**src/rtl/adder_1bit.sv**
```systemverilog
// ---------------------------------------------------------------------------
// adder_1bit
//
// Purpose:
//   One-bit full adder with two views of its result.
//   - A combinational view (S, Cout) that follows the inputs immediately.
//     It does not depend on the clock, the reset or the enable.
//   - A registered view (S_q, Cout_q, valid_q) that captures the
//     combinational result on a rising clock edge whenever en is high.
//   A saturating counter (carry_cnt) records how many captured results had
//   a carry-out of 1. It sticks at its maximum value instead of wrapping.
//
// Parameters:
//   CNT_W     width of the carry-event counter (legal range 2..16)
//
// Ports:
//   clk       clock; every register updates on its rising edge
//   rst       synchronous active-high reset for all registers
//   A, B      addend bits
//   Cin       carry-in bit
//   en        capture enable for the registered view
//   S         combinational sum bit
//   Cout      combinational carry-out bit
//   S_q       registered sum bit
//   Cout_q    registered carry-out bit
//   valid_q   high once the registered view holds a captured result
//   carry_cnt saturating count of captures whose carry-out was 1
// ---------------------------------------------------------------------------
module adder_1bit #(
  parameter int CNT_W = 8
) (
  input  logic             clk,
  input  logic             rst,
  input  logic             A,
  input  logic             B,
  input  logic             Cin,
  input  logic             en,
  output logic             S,
  output logic             Cout,
  output logic             S_q,
  output logic             Cout_q,
  output logic             valid_q,
  output logic [CNT_W-1:0] carry_cnt
);

  // Largest value the counter can hold. The counter stops here.
  localparam logic [CNT_W-1:0] CNT_MAX = {CNT_W{1'b1}};

  // The propagate term is computed once. Both the sum and the carry use it.
  logic prop;

  // Full-adder equations. These stay purely combinational so the
  // unregistered outputs settle in the same time step as the inputs.
  // X/Z inputs are not treated specially; they simply propagate.
  always_comb begin
    prop = A ^ B;
    S    = prop ^ Cin;
    Cout = (A & B) | (Cin & prop);
  end

  // Capture registers and carry counter.
  // - Reset is sampled only on the clock edge and takes priority over en.
  //   As a result, a capture requested on a reset edge is discarded.
  // - The counter compares against CNT_MAX before incrementing, so it
  //   never wraps back to zero.
  always_ff @(posedge clk) begin
    if (rst) begin
      S_q       <= 1'b0;
      Cout_q    <= 1'b0;
      valid_q   <= 1'b0;
      carry_cnt <= '0;
    end else if (en) begin
      S_q     <= S;
      Cout_q  <= Cout;
      valid_q <= 1'b1;
      if (Cout && (carry_cnt != CNT_MAX)) begin
        carry_cnt <= carry_cnt + 1'b1;
      end
    end
  end

endmodule

```
**config.mk**
```make
export PLATFORM = sky130hd
export DESIGN_NAME = adder_1bit
export DESIGN_NICKNAME = d
export VERILOG_FILES = /design/src/rtl/adder_1bit.sv
export SDC_FILE = /design/constraint.sdc
export NUM_CORES = 1
export LEC_CHECK = 0
export ABC_AREA = 1
export CAP_MARGIN = 5
export CORE_AREA = 2 2 40 42
export DETAILED_ROUTE_END_ITERATION = 12
export DIE_AREA = 0 0 42 44
export PLACE_DENSITY = 0.77
export SYNTH_ARGS = -nofsm -noshare
export SYNTH_HDL_FRONTEND = slang
export SYNTH_SLANG_ARGS = --single-unit
```
**constraint.sdc**
```tcl
create_clock -name clk -period 1.7 [get_ports clk]
set_clock_uncertainty 0.05 [all_clocks]
set_input_delay 0.34 -clock clk [delete_from_list [all_inputs] [get_ports clk]]
set_output_delay 0.34 -clock clk [all_outputs]
set_load 0.02 [all_outputs]
```
==> flow_metrics.tcl <==
set metrics [dict create \
    status "finished, final reports clean" \
    syn_area_per_cell_um2 7.77 \
    synth.yosys.warnings 0 \
    cts_buffer_depth 2 \
    clock_latency_ns 0.27 \
    worstPathArrival_ns 1.27 \
    row_count 14 \
    cts_tree "yes" \
    required_ns 1.31 \
    setup_violations 0 \
    syn2layout_area_growth_pct 48.3 \
    chipHeight_um 44 \
    cp-start-kind "flop" \
    critPathMaxStageDelay_ns 0.62 \
    via_count 568 \
    slew_headroom_pct 85.1 \
    worstMarginPinSlew_ns 0.223 \
    synth_top_area_share_pct 37.8 \
    synth-seq-cells 11 \
    crit_slowest_cell "clkdlybuf4s50_1" \
    fin_crit_sh_pct 97.5 \
    yosysMostFrequentCell "nand2_1" \
    grt_start_max_net_pins 8 \
    coreArea_um2 1420 \
    yosys-top-cells-count "nand2_1, nor2_1, dfxtp_1" \
    io_pins 19 \
    overflow 0 \
    pre_cts_slack_ns -0.642 \
    grtUsageTotal_pct 16.9 \
    synth_cell_types 21 \
    fp.dieW_um 42 \
    layout.nets 113 \
    fmax_mhz 603 \
    grt_pass1_wl_mm 2.26 \
    hold_path.class "flop to flop" \
    layout_min_cycle_time_ns 1.66 \
    finalWirelength_mm 1.28 \
    yosys-top-cells-area "dfxtp_1, nand2_1, nor2_1" \
    p_per_area_nw_per_um2 679 \
    hold_ws_ns 0.413 \
    clkSinkCount 11 \
    stdcell_area_um2 865 \
    synth-main-ff-cell "dfxtp_1" \
    via_per_inst 4.73 \
    io_buffers 18 \
    cts_hold_buf 0 \
    syn_inst 75 \
    route.detailed.drc 0 \
    power_leakage_uw 0.000435 \
    drt-pass1-iter-count 4 \
    synth_nets 83 \
    yosysTopAreaCell "dfxtp_1" \
    synth-seq-area-share_pct 37.8 \
    numCtsBuffers 3 \
    hpwl_mm 1.05 \
    gp_congestion 0.841 \
    fin_setup_tns_ns 0 \
    crit_path_end_kind "output port" \
    grt_antenna_before_repair 0 \
    worst-path-max-fanout 3 \
    post_drt_wl_per_cell_um 10.7 \
    ir_drop_mv 0.403 \
    grt_pass1_vias 568 \
    setup_ws_ns 0.0425 \
    clk_pin_slew_ns 0.07 \
    cp.buffers_inverters 1 \
    htreeDepth 1 \
    drive_above_1_share_pct 27.9 \
    synth_edf_count 0 \
    critical-path-top-delay-family "buffers and inverters" \
    drt_iter0_drc 12 \
    drt.antenna.violating_nets 0 \
    path_class "flop to output port" \
    synth_area_um2 583 \
    clockRootBuffer "clkbuf_4" \
    initial_core_util_pct 41.1 \
    hold_violations 0 \
    diodes 0 \
    dieArea_um2 1850 \
    crit_path_cell_trace "clkdlybuf4s50_1" \
    rsz0062_at_grt "false" \
    synth_async_sr_flop_share_pct 0 \
    place_area_um2 828 \
    final_max_slew_viol_count 0 \
    cap_violations 0 \
]
## metrics by stage
stage | instances | power, uW | util (%)
5_1_grt | 120 | 621 | 60.9
4_1_cts | 120 | 593 | 60.1
3_3_place_gp | 115 | 406 | 58.4
3_5_place_dp | 115 | 410 | 58.4
2_1_floorplan | 75 | 346 | -
6_report | 120 | 587 | 60.9
## metal layers
layer	global-route usage, %	vias to the layer above	wire [um]
met3	3.75	5	59
met5	0	-	0
met2	26.3	14	607
met1	20.1	252	573
met4	13.5	0	42
li1	-	297	-
## area by class of cell
class                   count  area [um^2]
clock buffers               4         26.3
fillers                   133          554
inverters                   7         27.5
multi-input cells          57          335
flip-flops and latches     11          220
well taps                  16         20.0
repair buffers             25          235
## logic make-up (layout without fill, tap and decap cells)
| group | after synthesis | in the layout | synth area share (%) |
|---|---|---|---|
| flip-flops | 11 | 11 | 37.8 |
| AND/OR/NAND/NOR | 45 | 45 | 39.5 |
| XOR/XNOR | 2 | 2 | 3.00 |
| buffers and inverters | 7 | 36 | 4.72 |
| adder cells (fa/ha/maj) | 2 | 2 | 5.58 |
| AO/OA/AOI/OAI | 8 | 8 | 9.44 |
## state kept, by name (all words and copies together), names as in the netlist
register	flops
carry_cnt	8
valid_q	1
S_q	1
Cout_q	1
## cell usage in the layout, fill, tap and decap left out, types with 4 or more instances in the layout
| cell | n |
|---|---|
| inv_1 | 5 |
| clkdlybuf4s50_1 | 8 |
| nor2_1 | 12 |
| buf_4 | 7 |
| dfxtp_1 | 11 |
| dlymetal6s2s_1 | 4 |
| nand3_2 | 4 |
| nand2_1 | 18 |
## final timing paths
| check | startpoint | to | slack, ns | depth (start not counted) |
|---|---|---|---|---|
| min | Cout_q$_SDFFE_PP0P_ | Cout_q$_SDFFE_PP0P_ | 0.41 | 2 |
| max | carry_cnt[6]$_SDFFE_PP0P_ | carry_cnt[6] | 0.04 | 1 |
| min reg2reg | Cout_q$_SDFFE_PP0P_ | Cout_q$_SDFFE_PP0P_ | 0.41 | 2 |
| max reg2reg | carry_cnt[0]$_SDFFE_PP0P_ | carry_cnt[7]$_SDFFE_PP0P_ | 0.34 | 6 |
## worst register-to-register path, stage by stage (launching register included)
cell and delay [ns]:
dfxtp_1 0.40, ha_1 0.26, nand3_2 0.12, nand2_1 0.09, nand2_2 0.11, a21oi_1 0.16
nor2_1 0.06
## power by group
group | total, uW | switching, uW | internal [uW] | leakage, uW
registers | 277 | 8.33 | 269 | 0.0000898
clock network | 183 | 92.4 | 91.0 | 0.0000150
logic | 126 | 65.9 | 60.5 | 0.000330
## timing repair
action,in CTS,in global routing
cloned,0,0
pin swaps,1,1
setup endpoints to repair,4,5
resized for setup,14,5
buffers inserted,1,0
Power figures use the tool's default switching activity.
